==> config.mk <==
export PLATFORM = sky130hd
export DESIGN_NAME = decoder_seq
export DESIGN_NICKNAME = d
export VERILOG_FILES = /design/src/rtl/decoder_pkg.sv /design/src/rtl/decoder_seq_div_cnt.sv /design/src/rtl/decoder_seq.sv
export SDC_FILE = /design/constraint.sdc
export NUM_CORES = 1
export LEC_CHECK = 0
export BUFFER_PORTS_ARGS = -buffer_cell sky130_fd_sc_hd__buf_2
export CORE_AREA = 2 2 74 76
export CTS_BUF_LIST = sky130_fd_sc_hd__clkbuf_4
export DETAILED_ROUTE_END_ITERATION = 12
export DIE_AREA = 0 0 76 78
export PLACE_DENSITY = 0.6
export RECOVER_POWER = 25
export SETUP_SLACK_MARGIN = 0.05
export SYNTH_ARGS = -nofsm -noshare
export SYNTH_HDL_FRONTEND = slang
export SYNTH_HIERARCHICAL = 1
export SYNTH_SLANG_ARGS = --single-unit
==> constraint.sdc <==
create_clock -name sys_clk -period 3.75 [get_ports sys_clk]
set_input_delay 0.1875 -clock sys_clk [delete_from_list [all_inputs] [get_ports sys_clk]]
set_output_delay 0.1875 -clock sys_clk [all_outputs]
set_load 0.05 [all_outputs]
==> src/rtl/decoder_pkg.sv <==
// decoder_seq shared constants: FSM state encodings and mode values.
package decoder_pkg;

  localparam logic [0:0] ST_DIRECT = 1'b0;
  localparam logic [0:0] ST_SCAN   = 1'b1;

  localparam logic MODE_DIRECT = 1'b0;
  localparam logic MODE_SCAN   = 1'b1;

endpackage

==> src/rtl/decoder_seq_div_cnt.sv <==
// Scan-step divider: counts 0..DIV-1 while enabled, tc on the last count.
module div_cnt #(
  parameter int DIV = 4
) (
  input  logic clk,
  input  logic rst_n,
  input  logic clr,
  input  logic en,
  output logic tc
);

  localparam int W = (DIV > 1) ? $clog2(DIV) : 1;
  localparam logic [W-1:0] LAST = W'(DIV - 1);

  logic [W-1:0] cnt;

  assign tc = en && (cnt == LAST);

  always_ff @(posedge clk) begin
    if (!rst_n || clr || tc)
      cnt <= '0;
    else if (en)
      cnt <= cnt + 1'b1;
  end

endmodule

==> src/rtl/decoder_seq.sv <==
// Index decoder with direct (handshaked) and auto-scan modes.
module decoder_seq
  import decoder_pkg::*;
#(
  parameter int SEL_W    = 3,
  parameter int OUT_W    = 8,
  parameter int SCAN_DIV = 50_000_000,
  parameter int ACT_LOW  = 0
) (
  input  logic             sys_clk,
  input  logic             sys_rst_n,
  input  logic             mode,
  input  logic             in_valid,
  output logic             in_ready,
  input  logic [SEL_W-1:0] in_sel,
  output logic [OUT_W-1:0] out,
  output logic             out_valid,
  output logic [SEL_W-1:0] idx,
  output logic             err
);

  if (OUT_W < 1 || OUT_W > (1 << SEL_W)) begin : g_bad_out_w
    $error("decoder_seq: OUT_W out of range");
  end
  if (SCAN_DIV < 1) begin : g_bad_div
    $error("decoder_seq: SCAN_DIV must be >= 1");
  end

  localparam logic [OUT_W-1:0] POL  = (ACT_LOW != 0) ? '1 : '0;
  localparam logic [SEL_W-1:0] LAST = SEL_W'(OUT_W - 1);
  localparam logic [SEL_W:0]   LIM  = (SEL_W + 1)'(OUT_W);

  // Out-of-range indices decode to all-inactive.
  function automatic logic [OUT_W-1:0] dec(input logic [SEL_W-1:0] s);
    logic [OUT_W-1:0] v;
    v = '0;
    for (int i = 0; i < OUT_W; i++)
      if (int'(s) == i) v[i] = 1'b1;
    return v;
  endfunction

  logic [0:0]       state;
  logic             en;
  logic             clr;
  logic             tc;
  logic [SEL_W-1:0] nxt;

  assign in_ready = sys_rst_n
                 && (state == ST_DIRECT)
                 && (mode == MODE_DIRECT);
  assign en  = (state == ST_SCAN) && (mode == MODE_SCAN);
  assign clr = !en;
  assign nxt = (idx == LAST) ? '0 : idx + 1'b1;

  div_cnt #(
    .DIV (SCAN_DIV)
  ) u_div (
    .clk   (sys_clk),
    .rst_n (sys_rst_n),
    .clr   (clr),
    .en    (en),
    .tc    (tc)
  );

  always_ff @(posedge sys_clk) begin
    if (!sys_rst_n) begin
      state     <= ST_DIRECT;
      idx       <= '0;
      out       <= dec('0) ^ POL;
      out_valid <= 1'b0;
      err       <= 1'b0;
    end else begin
      state     <= (mode == MODE_SCAN) ? ST_SCAN : ST_DIRECT;
      out_valid <= 1'b0;
      unique case (1'b1)
        (state == ST_DIRECT) && (mode == MODE_SCAN): begin
          idx       <= '0;
          out       <= dec('0) ^ POL;
          out_valid <= 1'b1;
          err       <= 1'b0;
        end
        in_ready && in_valid: begin
          idx       <= in_sel;
          out       <= dec(in_sel) ^ POL;
          out_valid <= 1'b1;
          err       <= ({1'b0, in_sel} >= LIM);
        end
        tc: begin
          idx       <= nxt;
          out       <= dec(nxt) ^ POL;
          out_valid <= 1'b1;
        end
        default: ;
      endcase
    end
  end

endmodule

==> results.ini, run 1 <==
[synth]
ys_warn_count=6
ys_seq_area_share_pct=39.62
postSynthAreaPerCell_sq_um=9.340
synth-seq-cells=39
yosys.cell_count.top_type=dfxtp_1
synth_nets=222
synth_common_cells=dfxtp_1 (39), nor2_1 (17), a21oi_1 (14)
synth_enable_flop_cells=0
syn_inst=211
synth_area_leader_cell=dfxtp_1
ys_types=54
synth_top_area_share_pct=39.62
async_reset_ff_share_pct=0
synth_ff_type=dfxtp_1
synth_area_sq_um=1971
synth_area_leaders=dfxtp_1 (40%), a21oi_1 (3.6%), xor2_1 (3.6%)

[global_routing]
grt_usage_pct=14.18
overflow=0
grt_start_max_net_pins=27
grt_antenna_before_repair=0
first_global_vias=1480
grt_pass1_wl_mm=6.920

[hold_path]
hold_depth=2
hold_class=in -> reg
min_to=idx[2]$_SDFFE_PN0P_
worstHoldStart=in_sel[2]

[critical_path]
path_cells=nand2_1, inv_1, nand4_2, or4_4, nor2_1, buf_4, mux2i_1, a21bo_2, o2bb2ai_1
r2r_slack_ns=1.20
end_kind=register
crit_type=reg -> reg
slowest_stage=or4_4
worst-r2r-cell-count=9
path_max_fanout=13
arrival_ns=2.83
startpoint=state$_SDFF_PN0_
r2r-end=out[1]$_SDFFE_PN0P_
cp_slowest_stage_delay_ns=0.61
start_kind=register
timing.rr.start=state$_SDFF_PN0_
cp.required_ns=4.03

[layout]
num_antenna_cells=0
fillers=525
utilization_pct=42.56
drive_gt1_share_pct=12.55
final_cells=301
finalNetCount=241
area_growth_pct=8.889

[clock_tree]
post_cts_buffers=0
clk_latency_ns=0.34
htreeDepth=2
cts_sinks=39
tritoncts.num_buffers=5
cts-root-buf=clkbuf_4
cts_hold_buffers=0
tritoncts=built
clkTransAtPathRegs_ns=0.11
clock_path_buffers=2
cts_resized=0

[floorplan]
die_area_sq_um=5928
ios=21
die_y_um=78
start_util_pct=39.08
rows=26
core_sq_um=5042
dieWidth_um=76

[routing]
drt_pass1_iterations=4
viasPerCell=5.399
post_drt_wl_per_cell_um=12.98
wl_mm=3.906
postRouteAntennaNets=0
via_count=1625
drc=0
drt_iter0_markers=103

[power]
p_leak_nw=0.6958
p_seq_share_pct=61.9
finalPower_uw=680.5
power_frac_clock_pct=30.7
p_sw_share_pct=24.99
powerDensity_nw_per_um2=317.1
internal_power_uw=510.4
switching_power_uw=170.1
ir_drop_v=0.00009496
combPwrFrac_pct=7.4

[sta]
tightest_slew_ns=0.7115
max_freq_ghz=0.3923
finalCriticalPeriod_ns=2.549
finalHoldViolCount=0
finalCritPeriodShare_pct=67.97
drv_slew=0
timing.hold.ws_ns=0.09995
setup_tns_ns=0
relSlewSlack_pct=52.39
fin_skew_ns=0.01280
setup_violations=0
rsz0062_at_grt=no

[run_status]
status=finished, final reports clean

[place]
gp_congestion=0.7770
hpwl_mm=2.776
portBuffers=19
numPlacedInstances=293

[run]
maxCapViolCount=0

[cells in the final DEF, fill, tap and decap left out, types with 3 or more instances in the layout]
master,n
a21oi_1,14
a221o_1,3
and2_1,3
and4_1,3
buf_2,6
clkbuf_1,13
clkbuf_4,6
dfxtp_1,39
ha_1,4
inv_1,3
nand2_1,13
nand3_1,8
nand4_1,9
nand4_2,3
nor2_1,17
o21ai_0,7
o2bb2ai_1,6
o31ai_1,5
or3_1,5
or4_1,7
xnor2_1,4
xor2_1,8
[worst max-delay path: cells and delay by family (launching register included)]
family	cells	cell delay, ns
flops	1	0.40
compound gates	2	0.40
mux	1	0.29
buf+inv	2	0.41
simple gates	4	0.99
[registers in the layout, summed over array words and instances (netlist names)]
register,count
out,8
idx,3
out_valid,1
u_div/cnt,26
state,1
[how the worst max path moves through the flow]
stage,slack (ns),to,cells after the start
after CTS,1.19,out[1]$_SDFFE_PN0P_,9
after detailed placement,1.21,out[1]$_SDFFE_PN0P_,9
after global placement,1.32,out[1]$_SDFFE_PN0P_,9
after global routing,0.98,out[2]$_SDFFE_PN0P_,9
final,1.20,out[1]$_SDFFE_PN0P_,9
after floorplan,1.42,out[2]$_SDFFE_PN0P_,10
[per-stage QoR]
step	setup slack, ns	instance area [sq um]
floorplan	1.417	1971
global placement	1.319	2110
detailed placement	1.207	2110
CTS	1.189	2162
global route	0.9807	2146
finish	1.201	2146
[area by class of cell]
class,count,area [sq um],share of cell area (%)
multi-input combinational,161,1127,52.54
sequential,39,780.7,36.38
tap,70,87.58,4.082
timing repair buffer,20,86.33,4.023
clock buffer,6,45.04,2.099
inverter,3,11.26,0.5248
clock inverter,2,7.507,0.3499
[per-layer routing]
layer / part of all wire, % / track usage [%]
met1: 52 / 19.18
met2: 43 / 21.25
met3: 3.6 / 4.302
met4: 1.5 / 5.455
met5: 0 / 0
[power groups by stage]
| stage | Sequential (mW) | Clock (mW) | Combinational, mW |
|---|---|---|---|
| global route | 0.422 | 0.241 | 0.0548 |
| floorplan | 0.442 | 0 | 0.0271 |
| CTS | 0.421 | 0.224 | 0.0520 |
| global placement | 0.430 | 0 | 0.0520 |
| finish | 0.421 | 0.209 | 0.0507 |
| detailed placement | 0.430 | 0 | 0.0519 |
[cells by family after synthesis]
family,synth area share (%)
xor gates and xnor gates,5.333
and+or+nand+nor,30.41
AOI/OAI and AO/OA,17.72
DFF,39.62
other,0.1903
muxes,1.016
buffers and inverters,3.175
adders and majority gates,2.540
(Power assumes the default switching activity.)
==> run 2, diff against run 1 <==
--- a/config.mk
+++ b/config.mk
@@ -5,11 +5,12 @@
 export SDC_FILE = /design/constraint.sdc
 export NUM_CORES = 1
 export LEC_CHECK = 0
+export ABC_AREA = 1
 export BUFFER_PORTS_ARGS = -buffer_cell sky130_fd_sc_hd__buf_2
-export CORE_AREA = 2 2 74 76
+export CORE_AREA = 2 2 78 80
 export CTS_BUF_LIST = sky130_fd_sc_hd__clkbuf_4
 export DETAILED_ROUTE_END_ITERATION = 12
-export DIE_AREA = 0 0 76 78
+export DIE_AREA = 0 0 80 82
 export PLACE_DENSITY = 0.6
 export RECOVER_POWER = 25
 export SETUP_SLACK_MARGIN = 0.05
==> constraint.sdc (replaced) <==
create_clock -name sys_clk -period 2.6 [get_ports sys_clk]
set_input_delay 0.13 -clock sys_clk [delete_from_list [all_inputs] [get_ports sys_clk]]
set_output_delay 0.13 -clock sys_clk [all_outputs]
set_load 0.05 [all_outputs]
==> run 2 against run 1 <==
Compared with the run above: synthesized cell count up 58%; critical path depth up 1; global-route usage up 1.3 points; clock skew down 0.0076 ns; sequential power up 45%; final cell count up 44%; maximum frequency up 18%; via count up 25%; wire length up 20%; largest cell class unchanged; highest routed layer unchanged.
==> results.ini, run 2 <==
[layout]
final_cell_mix=nand2_1 (87), nor2_1 (59), dfxtp_1 (39), inv_1 (37), nand3_1 (30)
finalNetCount=367  ; +52%
largest_register_ff_count=26  ; unchanged
largestRegisters=u_div/cnt: 26 flops, out: 8 flops, idx: 3 flops
top_register=u_div/cnt
drive_gt1_share_pct=11.48  ; -1.1 points
area_growth_pct=9.863
fillers=637  ; +21%
final_common_cell=nand2_1
num_antenna_cells=0  ; unchanged

[hold_path]
hold_class=in -> reg
worstHoldStart=sys_rst_n

[floorplan]
ios=21  ; unchanged
dieWidth_um=80  ; +5.3%
die_area_sq_um=6560  ; +11%
core_sq_um=5746  ; +14%
rows=28  ; +7.7%
die_y_um=82  ; +5.1%
start_util_pct=38.20  ; -0.89 points

[synth]
synth_top_area_share_pct=35.58  ; -4.0 points
synth_area_leaders=dfxtp_1 (36%), nand2_1 (15%), nor2_1 (10%)
synth_area_sq_um=2195  ; +11%
synth_common_cells=nand2_1 (87), nor2_1 (60), dfxtp_1 (39)
postSynthAreaPerCell_sq_um=6.590  ; -29%
synth_enable_flop_cells=0  ; unchanged
syn_inst=333  ; +58%
async_reset_ff_share_pct=0  ; unchanged
yosys.cell_count.top_type=nand2_1
ys_seq_area_share_pct=35.58  ; -4.0 points
synth_ff_type=dfxtp_1
synth_nets=344  ; +55%
ys_types=24  ; -56%
ys_warn_count=6  ; unchanged
synth_area_leader_cell=dfxtp_1
synth-seq-cells=39  ; unchanged

[sta]
setup_tns_ns=0  ; unchanged
max_freq_ghz=0.4624  ; +18%
finalCritPeriodShare_pct=83.17  ; +15 points
timing.hold.ws_ns=0.03970  ; -0.06025 ns
finalHoldViolCount=0  ; unchanged
drv_slew=0  ; unchanged
tightest_slew_ns=0.6041  ; -0.1074 ns
finalCriticalPeriod_ns=2.163  ; -0.3862 ns
fin_skew_ns=0.005173  ; -0.007629 ns
rsz0062_at_grt=no
relSlewSlack_pct=59.90  ; +7.5 points
setup_violations=0  ; unchanged
worst_slack_ns=0.4375  ; -0.7638 ns

[global_routing]
overflow=0  ; unchanged
grt_start_max_net_pins=22  ; -19%
grt_usage_pct=15.44  ; +1.3 points
grt_pass1_wl_mm=7.948  ; +15%
first_global_vias=1835  ; +24%
grt_antenna_before_repair=0  ; unchanged

[place]
portBuffers=19  ; unchanged
hpwl_mm=3.548  ; +28%
gp_congestion=0.9577  ; +23%
pre_cts_ws_ns=0.2774  ; -0.9298 ns

[critical_path]
path_max_fanout=8  ; -5
end_kind=register
timing.rr.start=u_div/cnt[0]$_SDFFE_PP0P_
start_kind=register
startpoint=u_div/cnt[0]$_SDFFE_PP0P_
crit_type=reg -> reg
cp.required_ns=2.84  ; -1.19 ns
arrival_ns=2.40  ; -0.43 ns

[power]
powerDensity_nw_per_um2=455.1  ; +44%
p_leak_nw=0.9299  ; +34%
finalPower_mw=1.097  ; +61%
ir_drop_v=0.0003022  ; +220%

[clock_tree]
clock_path_buffers=2  ; unchanged
tritoncts=built
clk_latency_ns=0.34  ; about the same
cts_sinks=39  ; unchanged
clkTransAtPathRegs_ns=0.12  ; about the same
tritoncts.num_buffers=5  ; unchanged
htreeDepth=2  ; unchanged
cts-root-buf=clkbuf_4

[routing]
post_drt_wl_per_cell_um=10.87  ; -16%
viasPerCell=4.690  ; -13%
via_count=2026  ; +25%
drt_iter0_markers=112  ; +8.7%
drc=0  ; unchanged
drt_pass1_iterations=4  ; unchanged
wl_mm=4.697  ; +20%
postRouteAntennaNets=0  ; unchanged

[run_status]
status=finished, final reports clean

[run]
maxCapViolCount=0  ; unchanged

[run 2: worst max-delay path, cell delays in order, from the launching register on]
cell	delay, ns
dfxtp_1	0.47
ha_1	0.22
nand3_2	0.13
nor2_4	0.21
nand2_2	0.11
nor2_2	0.30
nand2_1	0.11
o21ai_0	0.20
inv_1	0.14
nand3_1	0.11
a21oi_1	0.06
[run 2: final timing paths]
| check | endpoint | slack [ns] | depth (start not counted) |
|---|---|---|---|
| setup / recovery | out[3]$_SDFFE_PN0P_ | 0.44 | 10 |
| hold / removal | out[0]$_SDFFE_PN1P_ | 0.04 | 2 |
| setup reg to reg | out[3]$_SDFFE_PN0P_ | 0.44 | 10 |
| hold reg to reg | out[4]$_SDFFE_PN0P_ | 0.47 | 2 |
[run 2: what timing repair did]
action,CTS,global route
setup endpoints to repair,0,2
endpoints found under the hold margin,1,0
hold buffers,1,0
setup buffers,0,0
gates resized for setup,0,1
[run 2: where the power goes]
part / internal, mW / switching [mW]
Clock: 0.198 / 0.202
Combinational: 0.0217 / 0.0672
Sequential: 0.604 / 0.00503
[run 2: area by class of cell]
type | count | area [sq um] | area share (%)
Clock buffer | 5 | 37.54 | 1.557
Inverter | 41 | 153.9 | 6.383
Sequential cell | 39 | 780.7 | 32.38
Multi-Input combinational cell | 248 | 1210 | 50.18
Timing Repair Buffer | 21 | 96.34 | 3.996
Clock inverter | 3 | 38.79 | 1.609
Tap cell | 75 | 93.84 | 3.892
[run 2: metal layers]
| layer | routed length [um] | vias to the layer above | global-route usage [%] | part of all wire (%) |
|---|---|---|---|---|
| met1 | 2217 | 898 | 19.16 | 47 |
| met5 | 0 | - | 0 | 0 |
| met3 | 160 | 7 | 3.516 | 3.4 |
| li1 | - | 1086 | - | - |
| met2 | 2269 | 35 | 26.42 | 48 |
| met4 | 50 | 0 | 5.254 | 1.1 |
[run 2: cells by family (layout without fill, tap and decap cells)]
kind of cell | Yosys count | in the layout | synth area share, %
buffers and inverters | 46 | 70 | 9.407
adder cells (fa/ha/maj) | 4 | 4 | 2.281
XOR/XNOR | 9 | 9 | 3.592
AO/OA/AOI/OAI | 27 | 27 | 6.670
flip-flops | 39 | 39 | 35.58
other | 1 | 1 | 0.1709
AND/OR/NAND/NOR | 207 | 207 | 42.30
[run 2: per-stage QoR]
stage	cells	utilization (%)	area [sq um]
finish	432	41.96	2411
CTS	432	42.20	2425
floorplan	333	-	2195
detailed placement	423	40.70	2338
global placement	423	40.70	2338
global route	432	41.96	2411
